**src/rtl/daub6_pkg.sv**
```systemverilog
// Shared defaults and state type for the Daub-6 tap window
// and the combinational filter stages that consume it.
package daub6_pkg;

  localparam int DEF_DATA_WIDTH = 16;
  localparam int DEF_NUM_TAPS   = 9;
  localparam int DEF_DECIM      = 2;

  typedef enum logic {
    FILL   = 1'b0,
    STREAM = 1'b1
  } state_t;

  function automatic int cnt_width(input int n);
    return (n < 1) ? 1 : $clog2(n + 1);
  endfunction

  function automatic int phase_width(input int n);
    return (n > 1) ? $clog2(n) : 1;
  endfunction

endpackage

```
**src/rtl/daub6_delay_line.sv**
```systemverilog
// History shift register; the window view appends the incoming
// sample so the post-shift window is visible before the edge.
module daub6_delay_line
  import daub6_pkg::*;
#(
  parameter int WIDTH = DEF_DATA_WIDTH,
  parameter int DEPTH = DEF_NUM_TAPS
) (
  input  logic                     clk,
  input  logic                     rst,
  input  logic                     load,
  input  logic                     clear,
  input  logic [WIDTH-1:0]         din,
  output logic [DEPTH*WIDTH-1:0]   window
);

  logic [(DEPTH-1)*WIDTH-1:0] hist;

  assign window = {din, hist};

  // Only the newest DEPTH-1 samples are kept; the oldest drops out.
  always_ff @(posedge clk or posedge rst) begin
    if (rst) begin
      hist <= '0;
    end else if (clear) begin
      hist <= '0;
    end else if (load) begin
      hist <= window[DEPTH*WIDTH-1:WIDTH];
    end
  end

endmodule

```
**src/rtl/daub6_tap_window.sv**
```systemverilog
// Sliding, decimating sample window feeding the Daub-6 stage,
// with frame-aware refill and a one-deep valid/ready output.
module daub6_tap_window
  import daub6_pkg::*;
#(
  parameter int DATA_WIDTH = DEF_DATA_WIDTH,
  parameter int NUM_TAPS   = DEF_NUM_TAPS,
  parameter int DECIM      = DEF_DECIM
) (
  input  logic                           clk,
  input  logic                           rst,
  input  logic                           s_valid,
  output logic                           s_ready,
  input  logic [DATA_WIDTH-1:0]          s_data,
  input  logic                           s_last,
  output logic                           m_valid,
  input  logic                           m_ready,
  output logic [NUM_TAPS*DATA_WIDTH-1:0] m_taps,
  output logic                           m_last
);

  localparam int CW = cnt_width(NUM_TAPS);
  localparam int PW = phase_width(DECIM);
  localparam logic [CW-1:0] CNT_LAST = CW'(NUM_TAPS - 1);
  localparam logic [CW-1:0] CNT_FULL = CW'(NUM_TAPS);
  localparam logic [PW-1:0] PH_LAST  = PW'(DECIM - 1);

  state_t                         state;
  state_t                         state_next;
  logic [CW-1:0]                  count;
  logic [CW-1:0]                  count_next;
  logic [PW-1:0]                  phase;
  logic [PW-1:0]                  phase_next;
  logic                           accept;
  logic                           emit;
  logic                           clear;
  logic [NUM_TAPS*DATA_WIDTH-1:0] window;

  assign s_ready = !m_valid || m_ready;
  assign accept  = s_valid && s_ready;

  daub6_delay_line #(
    .WIDTH (DATA_WIDTH),
    .DEPTH (NUM_TAPS)
  ) u_line (
    .clk    (clk),
    .rst    (rst),
    .load   (accept),
    .clear  (clear),
    .din    (s_data),
    .window (window)
  );

  always_ff @(posedge clk or posedge rst) begin
    if (rst) begin
      state <= FILL;
      count <= '0;
      phase <= '0;
    end else begin
      state <= state_next;
      count <= count_next;
      phase <= phase_next;
    end
  end

  always_comb begin
    state_next = state;
    count_next = count;
    phase_next = phase;
    emit       = 1'b0;
    clear      = 1'b0;
    if (accept) begin
      unique case (state)
        FILL: begin
          if (count == CNT_LAST) begin
            emit       = 1'b1;
            state_next = STREAM;
            count_next = CNT_FULL;
            phase_next = '0;
          end else begin
            count_next = count + CW'(1);
          end
        end
        STREAM: begin
          if (phase == PH_LAST) begin
            emit       = 1'b1;
            phase_next = '0;
          end else begin
            phase_next = phase + PW'(1);
          end
        end
      endcase
      // End of frame: window above is still captured, then refill.
      if (s_last) begin
        clear      = 1'b1;
        state_next = FILL;
        count_next = '0;
        phase_next = '0;
      end
    end
  end

  always_ff @(posedge clk or posedge rst) begin
    if (rst) begin
      m_valid <= 1'b0;
      m_last  <= 1'b0;
      m_taps  <= '0;
    end else if (emit) begin
      m_valid <= 1'b1;
      m_last  <= s_last;
      m_taps  <= window;
    end else if (m_ready) begin
      m_valid <= 1'b0;
      m_last  <= 1'b0;
    end
  end

endmodule

```
**config.mk**
```make
export PLATFORM = sky130hd
export DESIGN_NAME = daub6_tap_window
export DESIGN_NICKNAME = d
export VERILOG_FILES = /design/src/rtl/daub6_pkg.sv /design/src/rtl/daub6_delay_line.sv /design/src/rtl/daub6_tap_window.sv
export SDC_FILE = /design/constraint.sdc
export NUM_CORES = 1
export LEC_CHECK = 0
export CORE_UTILIZATION = 49
export CTS_CLUSTER_DIAMETER = 60
export DETAILED_ROUTE_END_ITERATION = 10
export PLACE_DENSITY_LB_ADDON = 0.25
export SYNTH_ARGS = -nofsm -noshare
export SYNTH_HDL_FRONTEND = slang
export SYNTH_SLANG_ARGS = --single-unit
```
**constraint.sdc**
```tcl
create_clock -name clk -period 8.8 [get_ports clk]
set_clock_uncertainty 0.05 [all_clocks]
set_input_delay 1.32 -clock clk [delete_from_list [all_inputs] [get_ports clk]]
set_output_delay 1.32 -clock clk [all_outputs]
set_load 0.005 [all_outputs]
```
* Word level (Yosys, flattened, before mapping)
Index checks and enable logic that the tools add are counted.
** Storage, ports and cells
- Flip-flop bits (word level) :: 280
- Output and inout bits :: 147
** Cells by class
- Add/subtract/negate cells :: 2
- Eq/ne operators :: 3
- Multiplexer cells :: 20
- Bitwise operators :: 1
- Reductions and logical operators :: 7
** Operators by type and width (count)
- $mux W128 :: 2
- $mux W1 :: 13
- $mux W4 :: 3
- $add A4 B1 Y4 const B :: 1
- $eq A4 B4 Y1 const B :: 1
- $pmux W1 S2 :: 2
- $reduce_and A2 Y1 :: 2
- $reduce_bool A2 Y1 :: 2
- $ne A3 B3 Y1 const B :: 1
- $ne A2 B2 Y1 const B :: 1
- $add A1 B1 Y1 const B :: 1
- $logic_and A1 B1 Y1 :: 1
- $logic_not A1 Y1 :: 1
- $logic_or A1 B1 Y1 :: 1
- $not A1 Y1 :: 1

* Logic depth before layout (Yosys ltp)
- Depth after elaboration :: 5
- Gate-level depth with buffers :: 8
- Mapped depth without buffers :: 5

* Cells and area by module
Synthesis repeated with hierarchy kept, for this count alone.
** Second synthesis, totals
- Cells, all modules :: 777
- Area, all modules :: 11770.0 sq um
** Modules (own cells, without submodules)
- daub6_tap_window :: times used 1, cells an instance 348, area an instance 6353.6 sq um
- daub6_delay_line :: times used 1, cells an instance 429, area an instance 5416.4 sq um

* Least setup slack after synthesis
Ideal clock, no wire load.
- Path type :: input -> output
- Start point :: input m_ready
- End point :: output s_ready
- Arrival :: 1627 ps
- Required time :: 7430 ps
- Slack :: 5803 ps
- Stages on the path :: 3
- Path buffers :: 1
- Cell sequence :: nor2b_1 buf_2 inv_2
** On the way
- Word-level cells in the longest chain between the ends :: 1
** Ends and longest elaborated chain
- from (decl) :: RTL line daub6_tap_window.sv:17 : input logic m_ready,
- $logic_or A1 B1 Y1 :: RTL line daub6_tap_window.sv:39 : assign s_ready = !m_valid || m_ready;
- to (decl) :: RTL line daub6_tap_window.sv:13 : output logic s_ready,
No other way between the ends.

* Worst setup path after layout
- Start point :: input m_ready
- End point :: register m_taps[58]
** On the way
- Word-level cells in the longest chain between the ends :: 3
** Ends and longest elaborated chain
- $logic_or A1 B1 Y1 :: RTL line daub6_tap_window.sv:39
- $logic_and A1 B1 Y1 :: RTL line daub6_tap_window.sv:40 : assign accept = s_valid && s_ready;
- $mux W1 :: RTL line daub6_tap_window.sv:72 : if (accept) begin
- to (signal assigned) :: RTL line daub6_tap_window.sv:111 : m_taps <= window;
- to (decl) :: RTL line daub6_tap_window.sv:18 : output logic [NUM_TAPS*DATA_WIDTH-1:0] m_taps,
No other way between the ends.
A chain may end at the register's enable or synchronous reset.

==> flow_summary.json <==
{
  "status": "completed",
  "synth_top_area_share_pct": 62.6,
  "highest_layer": "met4",
  "clk_pin_slew_ps": 60,
  "wl_met1_um": 11400,
  "rsz0062_at_grt": "false",
  "finalSetupViolCount": 0,
  "period_share_pct": 46.3,
  "grt_antenna_before_repair": 0,
  "crit_path_end_kind": "flip-flop",
  "globalplace.congestion": 0.815,
  "regToRegSetupSlack_ps": 5290,
  "syn_nets": 946,
  "grt_usage_pct": 22.5,
  "cap_violations": 0,
  "worstPathMaxFanout": 67,
  "clockBufferDepth": 3,
  "cts_hold_buffers": 0,
  "ys_ff_latch": 280,
  "final_antenna_net_count": 0,
  "wl_per_cell_um": 18.9,
  "r2r-end": "m_taps[58]$_DFFE_PP0P_",
  "rows": 54,
  "reg2reg_from": "count[1]$_DFFE_PP0P_",
  "syn2layout_area_growth_pct": 25.2,
  "dp_hpwl_um": 15700,
  "relSlewSlack_pct": 21.2,
  "die_y_um": 153,
  "nFillCells": 1721,
  "whs_path_depth": 1,
  "vias": 7508,
  "max_freq_mhz": 245,
  "chipWidth_um": 153,
  "cts_root_buf": "clkbuf_16",
  "synth_top_area_cell": "dfrtp_1",
  "portBuffers": 167,
  "firstDrtPassIters": 4,
  "clk_latency_ps": 540,
  "tightest_slew_ps": 1180,
  "nets": 1082,
  "grt_pass1_vias": 7509,
  "crit_type": "in -> reg",
  "drv_slew": 0,
  "drc": 0,
  "hold_path.class": "reg -> reg",
  "finalSetupTns_ps": 0,
  "syn_inst": 923,
  "die_area_sq_um": 23500,
  "synthTopCellsByArea": "dfrtp_1 (63%), o21ai_0 (11%), mux2_2 (9.7%)",
  "diodes": 0,
  "met3_length_um": 1410,
  "yosysUniqueCellTypes": 32,
  "grt_pass1_wl_um": 42000,
  "yosysWarnings": 0,
  "initial_core_util_pct": 50.7,
  "critPathRequiredTime_ps": 9160,
  "ir_drop_mv": 0.141,
  "final_common_cell": "dfrtp_1",
  "cts_resized": 0,
  "hold_path_startpoint": "u_line.hist[14]$_DFFE_PP0P_",
  "grt_max_degree": 146,
  "pin_count": 168,
  "synth_area_sq_um": 11200,
  "avgSynthCellArea_sq_um": 12.1,
  "final_cell_mix": "dfrtp_1 (280), o21ai_0 (257), clkdlybuf4s50_1 (167), nand2_1 (130), mux2_2 (96)",
  "startpoint_type": "input pin",
  "drive_gt1_share_pct": 19.6,
  "hold_ws_ps": 451,
  "cts_buffers": 30,
  "worstPathArrival_ps": 4440,
  "vias_per_cell": 5.51,
  "leakagePower_nw": 6.52,
  "cts.sinks": 280,
  "first_iter_violations": 490,
  "wl_met2_um": 12400,
  "cts_tree": "built",
  "finalCriticalPeriod_ps": 4080,
  "globalRouteOverflowTotal": 0,
  "synth-seq-area-share_pct": 62.6,
  "cts_setup_buffers": 0,
  "whs_endpoint": "m_taps[14]$_DFFE_PP0P_",
  "hold_viol_final": 0,
  "r2r_cells": 7,
  "core-area_sq_um": 22100,
  "cellPowerDensity_nw_per_um2": 210,
  "wl_um": 25800,
  "htreeDepth": 1
}
area by class of cell:
| cell class | count | area, sq um | area share, % |
|---|---|---|---|
| inverters | 7 | 33.8 | 0.241 |
| repair buffers | 178 | 1770 | 12.6 |
| clock inverters | 12 | 135 | 0.964 |
| clock buffers | 43 | 891 | 6.36 |
| well taps | 280 | 350 | 2.50 |
| multi-input cells | 562 | 3830 | 27.3 |
| flip-flops and latches | 280 | 7010 | 50.0 |
critical path, stage by stage:
cell	delay (ps)
clkdlybuf4s50_1	530
nor2b_4	170
inv_2	80
o211ai_1	110
buf_4	720
buf_4	920
mux2_2	430
cell usage after synthesis, drive strengths merged:
cell	n
dfrtp	280
o21ai	257
nor3	1
a311o	1
and2	1
nand4b	1
nor2	4
a211o	1
a21oi	1
o2bb2ai	1
and4bb	1
mux2i	1
mux2	145
buf	18
clkbuf	56
a21boi	1
inv	7
a211oi	1
ha	2
o211ai	2
nor4b	1
and3b	1
a32o	1
nand2	131
a31oi	1
nor2b	3
a22o	1
nand2b	2
per-layer routing:
layer  up-vias  track usage, %
met4         0            5.68
met1      3823            31.5
met5         -               0
li1       3458               -
met3        43            4.65
met2       184            35.9
flip-flops by register name (all words and copies together) (netlist names):
name         count
m_taps         144
u_line.hist    128
count            4
m_last           1
m_valid          1
phase            1
state            1
power by group:
group	switching, W	leakage, nW	internal, W	total [W]
registers	0.0000480	3.86	0.00136	0.00141
clock network	0.000499	0.516	0.000787	0.00129
logic	0.000111	2.14	0.000138	0.000249
total	0.000658	6.52	0.00229	0.00294
per-stage QoR:
step                      power, W  std cells  setup slack [ps]  utilization [%]  instance area [sq um]
after global routing       0.00305       1362              4580             63.4                  14000
after detailed placement   0.00168       1307              4200             58.8                  13000
after CTS                  0.00297       1362              4740             63.4                  14000
after floorplan            0.00153        923              3720                -                  11200
final                      0.00294       1362              4720             63.4                  14000
after global placement     0.00168       1307              4220             58.8                  13000
how the worst max path moves through the flow:
| stage | from | to | slack [ps] | depth (start not counted) |
|---|---|---|---|---|
| after global routing | m_ready | m_taps[58]$_DFFE_PP0P_ | 4580 | 7 |
| final | m_ready | m_taps[58]$_DFFE_PP0P_ | 4720 | 7 |
| after CTS | m_ready | s_ready | 4740 | 4 |
| after detailed placement | m_ready | m_taps[57]$_DFFE_PP0P_ | 4200 | 7 |
| after floorplan | rst | count[0]$_DFFE_PP0P_ | 3720 | 1 |
| after global placement | m_ready | m_taps[61]$_DFFE_PP0P_ | 4220 | 7 |
cells by family after synthesis:
family	share of synthesized area, %
compound gates	12.3
mux	16.3
buf+inv	3.33
flops	62.6
simple gates	5.25
fa+ha+maj	0.224
(Power assumes the default switching activity.)
